### config.mk
export PLATFORM = sky130hd
export DESIGN_NAME = pc_branch_sequencer
export DESIGN_NICKNAME = d
export VERILOG_FILES = /design/src/rtl/pc_branch_sequencer.sv
export SDC_FILE = /design/constraint.sdc
export NUM_CORES = 1
export LEC_CHECK = 0
export CAP_MARGIN = 20
export CORE_MARGIN = 10
export CORE_UTILIZATION = 45
export CTS_CLUSTER_DIAMETER = 80
export DETAILED_ROUTE_END_ITERATION = 6
export PLACE_DENSITY = 0.7
export SLEW_MARGIN = 10
export SYNTH_ARGS = -nofsm -noshare
export SYNTH_HDL_FRONTEND = slang
export SYNTH_SLANG_ARGS = --single-unit
export TNS_END_PERCENT = 50
### constraint.sdc
create_clock -name clk -period 4.05 [get_ports clk]
set_clock_uncertainty 0.1 [all_clocks]
set_input_delay 0.405 -clock clk [delete_from_list [all_inputs] [get_ports clk]]
set_output_delay 0.405 -clock clk [all_outputs]
set_load 0.02 [all_outputs]
### src/rtl/pc_branch_sequencer.sv
// Multi-cycle PC sequencer: owns the PC and shares a single 32-bit adder between PC+4 and branch-target math.
// Latency: accept edge to pc_valid with new pc is 1 cycle (sequential / not taken), 2 cycles (taken branch / jump).
// Backpressure: instr_ready is low while in INC/BR; descriptors offered then are ignored. Optional macro: BRANCH_COUNT_EN.
module pc_branch_sequencer #(
  parameter logic [31:0] RESET_PC  = 32'h0000_0000,
  parameter int          IMM_SHIFT = 2
) (
  input  logic        clk,
  input  logic        rst_n,
  input  logic        instr_valid,
  output logic        instr_ready,
  input  logic        is_branch,
  input  logic        alu_zero,
  input  logic        is_jump,
  input  logic [15:0] imm,
  input  logic [25:0] jaddr,
  output logic [31:0] pc,
  output logic [31:0] pc_4,
  output logic        pc_valid
`ifdef BRANCH_COUNT_EN
  ,
  output logic [15:0] taken_count
`endif
);

  typedef enum logic [1:0] {
    S_WAIT = 2'd0,
    S_INC  = 2'd1,
    S_BR   = 2'd2
  } state_t;

  state_t      r_state;
  logic [31:0] r_pc;
  logic [31:0] r_pc_4;
  logic        r_taken;
  logic        r_jump;
  logic [15:0] r_imm;
  logic [25:0] r_jaddr;
  logic        r_valid;

  logic [31:0] w_imm_sext;
  logic [31:0] w_offset;
  logic [31:0] w_add_a;
  logic [31:0] w_add_b;
  logic [31:0] w_sum;

  // Shared adder: BR computes pc_4 + scaled offset, every other state computes pc + 4.
  always_comb begin
    w_imm_sext = {{16{r_imm[15]}}, r_imm};
    w_offset   = w_imm_sext << IMM_SHIFT;
    w_add_a    = (r_state == S_BR) ? r_pc_4   : r_pc;
    w_add_b    = (r_state == S_BR) ? w_offset : 32'd4;
    w_sum      = w_add_a + w_add_b;
  end

  // Sequencer FSM; pc only changes on the transitions back into WAIT.
  always_ff @(posedge clk or negedge rst_n) begin
    if (!rst_n) begin
      r_state <= S_WAIT;
      r_pc    <= RESET_PC;
      r_pc_4  <= '0;
      r_taken <= 1'b0;
      r_jump  <= 1'b0;
      r_imm   <= '0;
      r_jaddr <= '0;
      r_valid <= 1'b1;
    end else begin
      case (r_state)
        S_WAIT: begin
          if (instr_valid) begin
            r_taken <= is_branch & alu_zero;
            r_jump  <= is_jump;
            r_imm   <= imm;
            r_jaddr <= jaddr;
            r_state <= S_INC;
            r_valid <= 1'b0;
          end
        end
        S_INC: begin
          r_pc_4 <= w_sum;
          if (r_jump || r_taken) begin
            r_state <= S_BR;
          end else begin
            r_pc    <= w_sum;
            r_state <= S_WAIT;
            r_valid <= 1'b1;
          end
        end
        S_BR: begin
          // Jump wins over a taken branch; it bypasses the adder entirely.
          if (r_jump) begin
            r_pc <= {r_pc_4[31:28], r_jaddr, 2'b00};
          end else begin
            r_pc <= w_sum;
          end
          r_state <= S_WAIT;
          r_valid <= 1'b1;
        end
        default: begin
          r_state <= S_WAIT;
          r_valid <= 1'b1;
        end
      endcase
    end
  end

`ifdef BRANCH_COUNT_EN
  logic [15:0] r_taken_count;

  // Saturating count of redirects (every BR -> WAIT transition).
  always_ff @(posedge clk or negedge rst_n) begin
    if (!rst_n) begin
      r_taken_count <= '0;
    end else if (r_state == S_BR && r_taken_count != 16'hFFFF) begin
      r_taken_count <= r_taken_count + 16'd1;
    end
  end

  assign taken_count = r_taken_count;
`endif

  assign pc          = r_pc;
  assign pc_4        = r_pc_4;
  assign pc_valid    = r_valid;
  assign instr_ready = r_valid;

endmodule
==> results.json <==
{
  "regArea_um2": 2780,
  "power.density_nw_per_um2": 801,
  "start_util": 0.455,
  "fmax_ghz": 0.279,
  "synthFlopType": "dfrtp_1",
  "nets": 887,
  "ys_types": 59,
  "io_buffers": 113,
  "yosysTopAreaCell": "dfrtp_1",
  "synth_top_cells_by_area": "dfrtp_1 (42%), mux2_2 (8.4%), nand2_1 (7.8%)",
  "end_kind": "register",
  "leakagePower_uw": 0.00358,
  "dr_total_vias": 5695,
  "grt_antenna_before_repair": 0,
  "n_fill_cell": 1286,
  "row_count": 44,
  "r2r_start": "r_state[0]",
  "clk_path_buf_depth": 2,
  "die_w_um": 141,
  "maxCapViolCount": 0,
  "n_antenna_cell": 0,
  "ys_warn_count": 0,
  "areaGrowthSynthToFinish_pct": 25.3,
  "worstSetupStartpointType": "register",
  "yosys.area.top_type_share": 0.420,
  "regToRegEndpoint": "pc[30]",
  "ys_ff_latch": 111,
  "hold_slack_ps": 394,
  "placed_area_um2": 7880,
  "setup_viol": 0,
  "final_cell_mix": "nand2_1 (136), clkdlybuf4s50_1 (112), dfrtp_1 (110), o21ai_0 (50), mux2_2 (49)",
  "drtIter0Drc": 389,
  "synth.avg_cell_area_um2": 9.17,
  "wire_per_inst_um": 18.8,
  "drt-total-wl_um": 18900,
  "hp-class": "register to register",
  "synthesis.nets": 788,
  "die_h_um": 141,
  "cp_max_fo": 6,
  "grt_pass1_wl_um": 30600,
  "via_per_inst": 5.68,
  "rsz0062_at_grt": "no",
  "worst_ep_required_time_ps": 4250,
  "setup_tns_ps": 0,
  "period_needed_ps": 3580,
  "syn_area_um2": 6560,
  "gp_congestion": 0.965,
  "fin_area_um2": 8220,
  "cts_tree": "done",
  "worst_pin_slew_ps": 891,
  "layout_commonest_cell": "nand2_1",
  "synth_edf_count": 0,
  "async_reset_ff_frac": 1.00,
  "cts_max_level": 3,
  "yosysSeqAreaShare": 0.424,
  "hold_depth": 2,
  "drc": 0,
  "min_from": "instr_ready",
  "dp_hpwl_um": 13800,
  "cts-root-buf": "clkbuf_16",
  "first_pass_iters": 4,
  "drive_above_1_share": 0.123,
  "period_share": 0.885,
  "reg2reg_depth": 14,
  "hold_violations": 0,
  "syn_inst": 715,
  "slew_headroom": 0.405,
  "cts_made_buffers": 9,
  "clk-insertion-delay-late_ps": 360,
  "crit_type": "register to register",
  "grt_usage": 0.188,
  "grt_max_degree": 82,
  "fin_util": 0.570,
  "crit_arrival_ps": 3780,
  "num_io_pins": 114,
  "dieArea_um2": 19800,
  "path_clk_slew_ps": 80,
  "min_to": "instr_ready",
  "ff2ff_setup_slack_ps": 470,
  "first_global_vias": 5816,
  "ir_worst_vdd_mv": 0.409,
  "gr-total-overflow": 0,
  "outcome": "completed",
  "multi_input_area_um2": 3570,
  "final_max_slew_viol_count": 0,
  "core_area_um2": 14400,
  "drtAntennaViolNets": 0,
  "cts_sinks": 111
}
critical path, stage by stage (launching register included):
cell and delay [ps]:
dfrtp_1 490, nand2b_1 270, nand2_1 80, nand2_1 80, ha_1 190, inv_1 60, fa_1 410, nand2b_1 190
a21o_1 190, a2111o_1 400, and3_4 190, o32ai_4 290, a31oi_1 190, mux2i_1 190, o221a_2 190
layer usage:
| metal | part of all wire | routed length, µm | GRT usage | up-vias |
|---|---|---|---|---|
| li1 | - | - | - | 2699 |
| met1 | 0.44 | 8380 | 0.252 | 2762 |
| met2 | 0.46 | 8700 | 0.294 | 214 |
| met3 | 0.082 | 1540 | 0.0450 | 20 |
| met4 | 0.014 | 259 | 0.0565 | 0 |
| met5 | 0 | 0 | 0 | - |
how the worst max path moves through the flow:
stage                     from  endpoint  depth (start not counted)
floorplan           r_state[0]    pc[30]                         17
global placement    r_state[0]    pc[30]                         13
detailed placement  r_state[1]    pc[30]                         13
CTS                 r_state[1]    pc[30]                         13
global route        r_state[1]    pc[30]                         13
finish              r_state[0]    pc[30]                         14
cell type report:
type	instances	area share
Clock inverter	6	0.00548
Clock buffer	10	0.0291
Tap cell	184	0.0280
Timing Repair Buffer	132	0.159
Inverter	10	0.00457
Multi-Input combinational cell	550	0.435
Sequential cell	111	0.338
stage by stage:
step / cells / total power (µW) / setup WS, ps
after global placement: 983 / 5630 / 417
after floorplan: 715 / 4350 / 209
after global routing: 1003 / 7060 / 226
after detailed placement: 983 / 5710 / 257
final: 1003 / 6580 / 467
after CTS: 999 / 6600 / 242
logic make-up after synthesis:
| group | after synthesis | share of synthesized area |
|---|---|---|
| AO/OA/AOI/OAI | 189 | 0.187 |
| XOR/XNOR | 35 | 0.0467 |
| adder cells (fa/ha/maj) | 26 | 0.0504 |
| buffers and inverters | 54 | 0.0334 |
| flip-flops | 111 | 0.424 |
| multiplexers | 57 | 0.0971 |
| AND/OR/NAND/NOR | 243 | 0.162 |
flip-flops by register name, indices dropped and copies added, names as in the netlist:
register and flops:
instr_ready 1, r_taken 1, r_state 2, pc 32, pc_4 32, r_jump 1
r_imm 16, r_jaddr 26
where the power goes:
| part | switching (µW) | leakage, µW | internal (µW) | total [µW] |
|---|---|---|---|---|
| clock network | 425 | 0.000143 | 438 | 863 |
| logic | 2030 | 0.00212 | 1630 | 3650 |
| registers | 472 | 0.00132 | 1590 | 2060 |
| total | 2920 | 0.00358 | 3650 | 6580 |
cells in the mapped netlist, drive strengths merged, types with 3 or more instances:
| cell type | number |
|---|---|
| o31ai | 4 |
| a21oi | 45 |
| o22ai | 8 |
| a21o | 9 |
| nor2b | 3 |
| inv | 10 |
| or3 | 4 |
| nand3 | 5 |
| a211o | 3 |
| and3 | 4 |
| nor3 | 8 |
| and2 | 15 |
| mux2 | 50 |
| buf | 13 |
| xnor2 | 18 |
| nand4 | 3 |
| mux2i | 7 |
| a31oi | 7 |
| dfrtp | 110 |
| a21boi | 4 |
| o21ai | 55 |
| nand2 | 136 |
| nand2b | 9 |
| o21a | 11 |
| o21bai | 4 |
| ha | 24 |
| nand3b | 3 |
| o211ai | 14 |
| nor2 | 49 |
| a22oi | 4 |
| a211oi | 10 |
| xor2 | 17 |
| clkbuf | 31 |
what timing repair did:
item	4_1_cts	5_1_grt
endpoints found under the hold margin	0	36
buffers inserted	0	2
setup endpoints to repair	0	2
gates resized for setup	0	1
hold buffers	0	1
Note: power is estimated with default switching activity, not from simulation.
